`src/rtl/pipe_stage_buf_pkg.sv`:
```
// Shared LC-3b pipeline types: inter-stage buffer state and occupancy decode.
package lc3b_types;

  localparam int unsigned LC3B_WORD_W = 16;
  localparam int unsigned OCC_W       = 2;

  typedef enum logic [1:0] {
    EMPTY = 2'd0,
    FULL  = 2'd1,
    SKID  = 2'd2
  } pipe_stage_state_t;

  // Number of payloads held in a given buffer state.
  function automatic logic [OCC_W-1:0] state_occupancy(input pipe_stage_state_t st);
    logic [OCC_W-1:0] occ;
    case (st)
      FULL:    occ = OCC_W'(1);
      SKID:    occ = OCC_W'(2);
      default: occ = OCC_W'(0);
    endcase
    return occ;
  endfunction

endpackage

```
`src/rtl/pipe_stage_buf_sat_counter.sv`:
```
// Saturating up-counter with asynchronous active-low reset.
module sat_counter #(
  parameter int unsigned CNT_W = 16
) (
  input  logic             clk,
  input  logic             reset_n,
  input  logic             inc,
  output logic [CNT_W-1:0] count
);

  localparam logic [CNT_W-1:0] CNT_MAX = {CNT_W{1'b1}};

  logic [CNT_W-1:0] count_q;
  logic [CNT_W-1:0] count_d;

  always_comb begin
    count_d = count_q;
    if (inc && (count_q != CNT_MAX)) begin
      count_d = count_q + CNT_W'(1);
    end
  end

  always_ff @(posedge clk or negedge reset_n) begin
    if (!reset_n) begin
      count_q <= '0;
    end else begin
      count_q <= count_d;
    end
  end

  assign count = count_q;

endmodule

```
`src/rtl/pipe_stage_buf.sv`:
```
// Valid/ready inter-stage pipeline buffer with stall counter.
// PIPE_STAGE_SKID_EN adds a skid entry and a registered in_ready.
module pipe_stage_buf
  import lc3b_types::*;
#(
  parameter int unsigned WIDTH = 16,
  parameter int unsigned CNT_W = 16
) (
  input  logic             clk,
  input  logic             reset_n,
  input  logic             in_valid,
  output logic             in_ready,
  input  logic [WIDTH-1:0] in_data,
  input  logic             flush,
  output logic             out_valid,
  input  logic             out_ready,
  output logic [WIDTH-1:0] out_data,
  output logic [OCC_W-1:0] occupancy,
  output logic [CNT_W-1:0] stall_cnt
);

  pipe_stage_state_t state_q;
  pipe_stage_state_t state_d;
  logic [WIDTH-1:0]  main_q;
  logic [WIDTH-1:0]  main_d;
  logic              out_valid_q;
  logic [OCC_W-1:0]  occ_q;
  logic              accept;
  logic              transfer;

`ifdef PIPE_STAGE_SKID_EN
  logic [WIDTH-1:0]  skid_q;
  logic [WIDTH-1:0]  skid_d;
  logic              in_ready_q;

  assign in_ready = in_ready_q;
`else
  // Single-entry mode: room exists whenever the held entry leaves this cycle.
  assign in_ready = out_ready | ~out_valid_q;
`endif

  assign accept   = in_valid & in_ready;
  assign transfer = out_valid_q & out_ready;

  // Next-state and payload steering.
  always_comb begin
    state_d = state_q;
    main_d  = main_q;
`ifdef PIPE_STAGE_SKID_EN
    skid_d  = skid_q;
`endif
    case (state_q)
      EMPTY: begin
        if (accept) begin
          state_d = FULL;
          main_d  = in_data;
        end
      end
      FULL: begin
        if (transfer && accept) begin
          main_d = in_data;
        end else if (transfer) begin
          state_d = EMPTY;
`ifdef PIPE_STAGE_SKID_EN
        end else if (accept) begin
          state_d = SKID;
          skid_d  = in_data;
`endif
        end
      end
`ifdef PIPE_STAGE_SKID_EN
      SKID: begin
        if (transfer) begin
          state_d = FULL;
          main_d  = skid_q;
        end
      end
`endif
      default: state_d = EMPTY;
    endcase
    if (flush) begin
      state_d = EMPTY;
    end
  end

  always_ff @(posedge clk or negedge reset_n) begin
    if (!reset_n) begin
      state_q     <= EMPTY;
      out_valid_q <= 1'b0;
      occ_q       <= '0;
`ifdef PIPE_STAGE_SKID_EN
      in_ready_q  <= 1'b1;
`endif
    end else begin
      state_q     <= state_d;
      out_valid_q <= (state_d != EMPTY);
      occ_q       <= state_occupancy(state_d);
`ifdef PIPE_STAGE_SKID_EN
      in_ready_q  <= (state_d != SKID);
`endif
    end
  end

  // Payload storage carries no reset; validity lives in state_q.
  always_ff @(posedge clk) begin
    main_q <= main_d;
`ifdef PIPE_STAGE_SKID_EN
    skid_q <= skid_d;
`endif
  end

  sat_counter #(
    .CNT_W (CNT_W)
  ) u_stall_cnt (
    .clk     (clk),
    .reset_n (reset_n),
    .inc     (out_valid_q & ~out_ready),
    .count   (stall_cnt)
  );

  assign out_valid = out_valid_q;
  assign out_data  = main_q;
  assign occupancy = occ_q;

endmodule

```
`config.mk`:
```
export PLATFORM = sky130hd
export DESIGN_NAME = pipe_stage_buf
export DESIGN_NICKNAME = d
export VERILOG_FILES = /design/src/rtl/pipe_stage_buf_pkg.sv /design/src/rtl/pipe_stage_buf_sat_counter.sv /design/src/rtl/pipe_stage_buf.sv
export SDC_FILE = /design/constraint.sdc
export NUM_CORES = 1
export LEC_CHECK = 0
export CORE_MARGIN = 2
export CORE_UTILIZATION = 43
export CTS_CLUSTER_SIZE = 10
export DETAILED_ROUTE_END_ITERATION = 10
export PLACE_DENSITY_LB_ADDON = 0.08
export SYNTH_ARGS = -nofsm -noshare
export SYNTH_HDL_FRONTEND = slang
export SYNTH_HIERARCHICAL = 1
export SYNTH_SLANG_ARGS = --single-unit
```
`constraint.sdc`:
```
create_clock -name clk -period 1.95 [get_ports clk]
set_input_delay 0.195 -clock clk [delete_from_list [all_inputs] [get_ports clk]]
set_output_delay 0.195 -clock clk [all_outputs]
set_load 0.01 [all_outputs]
```
Word level (Yosys, flattened, before mapping). Index checks and enable logic that the tools add are counted. W data, S select, Z words.

Register bits: 37. Latch bits: 0. Memory bits (writable): 0. Bits in read-only memories: 0. Bits of input ports: 21. Output and inout bits: 36. Word-level logic and storage cells: 33. Memories kept: 0.

Add/sub/neg operators: 1. Multiply operators: 0. Divide/modulo/power cells: 0. Magnitude comparators: 0. Equality and inequality tests: 6. Shifts and indexed selects: 0. Mux-type cells: 9. Bitwise operators: 6. Reductions and logical operators: 6.

Operator list (count): $mux W16 (2); $pmux W16 S2 (1); $add A16 B1 Y16 const B (1); $ne A16 B16 Y1 const B (1); $mux W2 (4); $pmux W2 S2 (2); $eq A2 B1 Y1 const B (2); $ne A2 B2 Y1 const B (2); $reduce_bool A2 Y1 (2); $and A1 B1 Y1 (3); $reduce_and A3 Y1 (1); $eq A2 B2 Y1 const B (1); $logic_and A1 B1 Y1 (2); $logic_not A2 Y1 (1); $not A1 Y1 (2); $or A1 B1 Y1 (1).

Depth between registers and ports, before layout. Gate-level depths: netlist (run 1).

Depth in word-level cells: 9. Depth in mapped cells: 6. Mapped depth without buffers: 6.

Modules after synthesis. Netlist (run 1), hierarchy kept.

By module, submodules not included: sat_counter (times used 1, cells each 72, area an instance 859.6 um^2, sequential area each 400.4 um^2); pipe_stage_buf (times used 1, cells each 32, area an instance 675.6 um^2, sequential area each 605.6 um^2).

Worst setup path after synthesis (run 1). No wires, ideal clock.

Path kind: register -> register. Start: register u_stall_cnt.count_q[13] (netlist: u_stall_cnt/count[13]). End: register u_stall_cnt.count_q[1] (netlist: u_stall_cnt/count[1]). Library setup time: 128 ps. Data arrival time: 1395 ps. Required time: 1822 ps. Slack: 427 ps. Cell stages (with the launch flop): 5. Path buffers: 0. Clock period less this slack: 1523 ps. Cells stage by stage: dfrtp_1 -> and4_1 -> nand3_4 -> o31ai_4 -> mux2_1.

Cells in the longest elaborated chain, start to end: 2.

Ends and longest elaborated chain: start: declaration (line pipe_stage_buf_sat_counter.sv:13) `logic [CNT_W-1:0] count_q;`; start signal: assignment (line pipe_stage_buf_sat_counter.sv:27) `count_q <= count_d;`; $ne A16 B16 Y1 (line pipe_stage_buf_sat_counter.sv:18) `if (inc && (count_q != CNT_MAX)) begin`; $logic_and A1 B1 Y1 (line pipe_stage_buf_sat_counter.sv:18).

Every way passes these cells. A chain may end at the register's enable or synchronous reset.

Worst setup path after layout (run 1).
Start: register u_stall_cnt.count_q[0] (netlist: u_stall_cnt/count[0]). End: register u_stall_cnt.count_q[10] (netlist: u_stall_cnt/count[10]).

Cells in the longest elaborated chain, start to end: 2. Elaborated cells between the ends (all ways): 3. Classes of those cells: add/sub: 1; eq/ne: 1; reduce/logical: 1.

Ends and longest elaborated chain: parallel branches: the longest is 2 deep, another holds $add A16 B1 Y16.

Parallel ways; which one is timed is not known.

==> results of run 1 <==
## per-stage QoR
stage          power (mW)  instances
2_1_floorplan        1.06        105
3_3_place_gp         1.24        209
6_report             1.60        217
5_1_grt              1.70        217
3_5_place_dp         1.25        209
4_1_cts              1.63        217
## Yosys cell counts, types with 2 or more instances
cell type	n	share of area
nand3_1	5	0.016
nor4_4	2	0.028
nand2_1	5	0.012
o21ai_0	2	0.0065
a21oi_1	3	0.0098
nand4_1	8	0.033
edfxtp_1	16	0.31
dfrtp_1	21	0.34
nor2_1	3	0.0073
nor4_1	3	0.012
xnor2_1	5	0.029
xor2_1	2	0.011
and3_1	2	0.0081
a31oi_1	3	0.012
o21a_1	5	0.024
## cell type report
type | count | area [um^2]
repair buffers | 58 | 576
inverters | 1 | 3.75
well taps | 46 | 57.6
clock buffers | 6 | 41.3
fillers | 267 | 1170
multi-input cells | 67 | 529
clock inverters | 2 | 10.0
flip-flops and latches | 37 | 1010
## registers in the layout, summed over array words and instances (netlist names)
name               flops
out_data              16
u_stall_cnt/count     16
occupancy              2
state_q                2
out_valid              1
## power breakdown
part	internal, mW	switching [mW]	total [mW]
Sequential	0.874	0.0738	0.948
Clock	0.137	0.234	0.372
Combinational	0.170	0.113	0.283
Total	1.18	0.422	1.60
## worst min path at each step
stage	start	to	slack, ns	depth (start not counted)
global placement	state_q[1]$_DFF_PN0_	out_valid$_DFF_PN0_	0.47	1
CTS	reset_n	u_stall_cnt/count[5]$_DFFE_PN0P_	0.18	2
global route	reset_n	u_stall_cnt/count[0]$_DFFE_PN0P_	0.19	2
floorplan	reset_n	occupancy[0]$_DFF_PN0_	-0.10	0
detailed placement	state_q[1]$_DFF_PN0_	occupancy[0]$_DFF_PN0_	0.47	1
finish	reset_n	u_stall_cnt/count[0]$_DFFE_PN0P_	0.19	2
## critical path, delay by kind of cell, from the launching register on
kind,cells,cell delay [ns]
and+or+nand+nor,3,0.61
DFF,1,0.44
adders and majority gates,1,0.35
xor gates and xnor gates,1,0.15
## layer usage
layer / global-route usage / vias to the layer above
met5: 0 / -
met4: 0.0679 / 0
met3: 0.0669 / 2
met2: 0.261 / 46
met1: 0.205 / 517
li1: - / 537
## cells by family after synthesis
group / Yosys count
DFF: 37
adders and majority gates: 1
other: 1
xor gates and xnor gates: 7
and+or+nand+nor: 39
AOI/OAI and AO/OA: 17
buffers and inverters: 1
muxes: 1
==> results.py, run 1 <==
metrics = {
    "status": {
        "status": "complete, no violations",
    },
    "power_and_ir_drop": {
        "ir_drop_mv": 0.439,
        "power.density_nw_per_um2": 721,
        "power.leakage_nw": 0.885,
    },
    "cells_and_area": {
        "final_cell_area_um2": 2220,
        "area_growth_pct": 44.8,
        "layout-drive-gt1-share": 0.123,
        "fin_nets": 192,
        "final_common_cell": "clkdlybuf4s50_1",
        "layout_common_cells": "clkdlybuf4s50_1, dfrtp_1, edfxtp_1",
        "finalCoreUtilization": 0.656,
        "antenna_cells": 0,
    },
    "die": {
        "io_pins": 57,
        "start_util": 0.453,
        "die_w_um": 63.8,
        "chipHeight_um": 63.8,
        "rows": 21,
        "coreArea_um2": 3390,
        "die_area_um2": 4060,
    },
    "synth": {
        "ys_types": 34,
        "avgSynthCellArea_um2": 14.8,
        "synth_compound_area_frac": 0.0831,
        "synth_edf_count": 16,
        "async_reset_ff_frac": 0.568,
        "synthAdderAreaFrac": 0.00815,
        "synth-xor-area-share": 0.0399,
        "synthSimpleGateAreaFrac": 0.201,
        "muxShareOfSynthArea": 0.00733,
        "syn-instance-count": 104,
        "syn-cell-area_um2": 1540,
        "ys.flop_type": "dfrtp_1",
        "synth_top_family_by_area": "simple AND/OR/NAND/NOR gates",
        "ys_ff_latch": 37,
        "ys_warn_count": 6,
        "seq_area_frac_synth": 0.655,
    },
    "worst_setup_path": {
        "rrSetupSlack_ns": 0.28,
        "cp_slowest_stage_delay_ns": 0.44,
        "critPathKind": "reg2reg",
        "endpoint": "u_stall_cnt/count[10]$_DFFE_PN0P_",
        "critical_path.startpoint": "u_stall_cnt/count[0]$_DFFE_PN0P_",
        "r2r-end": "u_stall_cnt/count[10]$_DFFE_PN0P_",
        "required_ns": 2.17,
        "crit_arrival_ns": 1.89,
        "crit_chain": "ha_1, nand2_1, nor3_2, nand4_1, xnor2_1",
        "r2r_start": "u_stall_cnt/count[0]$_DFFE_PN0P_",
        "crit_path_start_kind": "flop",
        "endpoint_kind": "flop",
        "cp_max_fo": 6,
        "ff2ff_path_depth": 5,
        "crit_slowest_cell": "dfrtp_1",
    },
    "route": {
        "wl_per_cell_um": 14.2,
        "detail-route-antenna-nets": 0,
        "routed_via_density": 5.08,
        "drcViolationCount": 0,
        "routed_wirelength_mm": 3.08,
        "wl_met1_mm": 1.37,
        "wl_met3_um": 213,
        "num_vias": 1102,
        "drt_iter0_markers": 45,
        "wl_met2_mm": 1.48,
        "top_layer_used": "met4",
        "first_pass_iters": 4,
    },
    "global_route": {
        "grt_antenna_before_repair": 0,
        "grt_usage": 0.166,
        "grt_pass1_vias": 1080,
        "overflow": 0,
        "grt_pass1_wl_mm": 5.09,
        "grt_max_degree": 22,
    },
    "sta": {
        "period_share": 0.855,
        "clock_skew_ns": 0.00911,
        "timing.hold.ws_ns": 0.189,
        "rsz0062_at_grt": "false",
        "drv_slew": 0,
        "finalSetupTns_ns": 0,
        "period_minus_slack_ns": 1.67,
        "setup_viol": 0,
        "worst_slack_ns": 0.284,
        "hold_viol": 0,
        "fmax_mhz": 600,
    },
    "clock_network": {
        "root_buffer": "clkbuf_4",
        "cts_tree": "built",
        "clkSinkCount": 37,
        "cts.repair.resized": 0,
        "numCtsBuffers": 5,
        "clockBufferDepth": 2,
        "clkLatencyLatePin_ns": 0.34,
        "post_cts_buffers": 0,
        "cts_hold_buf": 0,
        "ctsHtreeMaxLevel": 2,
        "clk_pin_slew_worst_paths_ns": 0.10,
    },
    "place": {
        "dp_hpwl_mm": 2.26,
        "buffer_ports.inserted": 56,
        "placed_area_um2": 2170,
        "gp_congestion": 0.823,
        "pre_cts_ws_ns": 0.144,
    },
    "hold_path": {
        "hp-class": "in2async",
    },
    "job": {
        "maxCapViolations": 0,
    },
}
Power figures use the tool's default switching activity.
==> run 2: changes to the inputs <==
--- a/config.mk
+++ b/config.mk
@@ -5,6 +5,7 @@
 export SDC_FILE = /design/constraint.sdc
 export NUM_CORES = 1
 export LEC_CHECK = 0
+export CORE_ASPECT_RATIO = 0.5
 export CORE_MARGIN = 2
 export CORE_UTILIZATION = 43
 export CTS_CLUSTER_SIZE = 10
==> results.py, run 2 (synthesized netlist as in run 1, its figures left out) <==
metrics = {
    "status": {
        "status": "complete, no violations",
    },
    "die": {
        "die_w_um": 88.5,
        "start_util": 0.447,
        "chipHeight_um": 46.3,
        "io_pins": 57,
        "die_area_um2": 4090,
        "coreArea_um2": 3430,
        "rows": 15,
    },
    "power_and_ir_drop": {
        "power.density_nw_per_um2": 880,
        "ir_drop_mv": 0.366,
        "power.leakage_nw": 0.922,
    },
    "worst_setup_path": {
        "crit_path_start_kind": "flop",
        "crit_chain": "ha_1, nand3_4, o31ai_4, mux2_1",
        "required_ns": 2.13,
        "path_buf_inv": 0,
        "cp_slowest_stage_delay_ns": 0.43,
        "cp_max_fo": 6,
        "crit_arrival_ns": 1.84,
        "endpoint_kind": "flop",
        "crit_slowest_cell": "dfrtp_1",
        "crit_family": "flip-flops",
        "critPathKind": "reg2reg",
    },
    "global_route": {
        "grt_pass1_wl_mm": 4.82,
        "grt_usage": 0.167,
        "grt_antenna_before_repair": 0,
        "grt_pass1_vias": 997,
        "overflow": 0,
        "grt_max_degree": 22,
    },
    "route": {
        "drcViolationCount": 0,
        "routed_wirelength_mm": 3.13,
        "routed_via_density": 5.00,
        "detail-route-antenna-nets": 0,
        "first_pass_iters": 7,
        "drt_iter0_markers": 24,
        "num_vias": 1111,
        "wl_per_cell_um": 14.1,
    },
    "place": {
        "gp_congestion": 0.810,
        "pre_cts_ws_ns": 0.136,
        "buffer_ports.inserted": 56,
        "place_inst": 214,
        "dp_hpwl_mm": 2.23,
    },
    "cells_and_area": {
        "layout-drive-gt1-share": 0.129,
        "fin_nets": 192,
        "antenna_cells": 0,
        "area_growth_pct": 50.9,
        "layout.cells.non_filler": 222,
        "nFillCells": 257,
        "layout_common_cells": "clkdlybuf4s50_1, dfrtp_1, edfxtp_1",
        "final_common_cell": "clkdlybuf4s50_1",
    },
    "sta": {
        "hold_viol": 0,
        "period_share": 0.851,
        "drv_slew": 0,
        "clock_skew_ns": 0.00245,
        "period_minus_slack_ns": 1.66,
        "finalSetupTns_ns": 0,
        "worst_slack_ns": 0.290,
        "setup_viol": 0,
        "rsz0062_at_grt": "false",
        "fmax_mhz": 602,
    },
    "clock_network": {
        "cts.repair.resized": 0,
        "cts_hold_buf": 0,
        "numCtsBuffers": 5,
        "post_cts_buffers": 0,
        "clkSinkCount": 37,
        "root_buffer": "clkbuf_8",
        "clk_pin_slew_worst_paths_ns": 0.08,
        "clkLatencyLatePin_ns": 0.29,
        "clockBufferDepth": 2,
        "ctsHtreeMaxLevel": 2,
        "cts_tree": "built",
    },
    "job": {
        "maxCapViolations": 0,
    },
    "hold_path": {
        "hp-class": "in2async",
    },
}
==> run 2: power breakdown <==
part | internal (mW) | leakage [nW] | switching (mW)
clock network | 0.515 | 0.0687 | 0.291
logic | 0.171 | 0.423 | 0.115
registers | 0.874 | 0.430 | 0.0723
total | 1.56 | 0.922 | 0.478
==> run 2: path summary, 6_finish.rpt <==
kind                       cells past startpoint  slack [ns]                              from                                to
max                                            4        0.29  u_stall_cnt/count[0]$_DFFE_PN0P_  u_stall_cnt/count[1]$_DFFE_PN0P_
min                                            2        0.26                           reset_n  u_stall_cnt/count[5]$_DFFE_PN0P_
max reg2reg                                    4        0.29  u_stall_cnt/count[0]$_DFFE_PN0P_  u_stall_cnt/count[1]$_DFFE_PN0P_
min reg2reg                                    1        0.49              state_q[1]$_DFF_PN0_            occupancy[0]$_DFF_PN0_
max in group asynchronous                      2        1.47                           reset_n  u_stall_cnt/count[0]$_DFFE_PN0P_
min in group clk                               1        0.46                       in_data[14]            out_data[14]$_DFFE_PP_
==> run 2: metal layers <==
metal | vias to the layer above | global-route usage | part of all wire
met3 | 5 | 0.0609 | 0.079
met4 | 0 | 0.0727 | 0.012
li1 | 537 | - | -
met2 | 42 | 0.238 | 0.42
met5 | - | 0 | 0
met1 | 527 | 0.230 | 0.49
==> run 2: final cells by class <==
cell class / instances / area, um^2 / share of cell area
tap: 51 / 63.8 / 0.0276
clock buffer: 5 / 68.8 / 0.0297
inverter: 1 / 3.75 / 0.00162
sequential: 37 / 1010 / 0.434
clock inverter: 3 / 68.8 / 0.0297
timing repair buffer: 58 / 576 / 0.249
multi-input combinational: 67 / 529 / 0.229
==> run 2: metrics by stage <==
stage | total power, mW | cell area [um^2] | hold slack [ns] | utilization
6_report | 2.04 | 2320 | 0.258 | 0.674
5_1_grt | 2.12 | 2320 | 0.278 | 0.674
3_3_place_gp | 1.25 | 2180 | 0.480 | 0.634
3_5_place_dp | 1.25 | 2180 | 0.487 | 0.634
4_1_cts | 2.07 | 2320 | 0.259 | 0.674
2_1_floorplan | 1.06 | 1540 | -0.101 | -
==> run 3: changes to the inputs <==
--- a/config.mk
+++ b/config.mk
@@ -5,6 +5,7 @@
 export SDC_FILE = /design/constraint.sdc
 export NUM_CORES = 1
 export LEC_CHECK = 0
+export ABC_AREA = 0
 export CORE_ASPECT_RATIO = 0.5
 export CORE_MARGIN = 2
 export CORE_UTILIZATION = 43
==> results of run 3 <==
Final layout, timing and power as in run 2 (identical DEF).
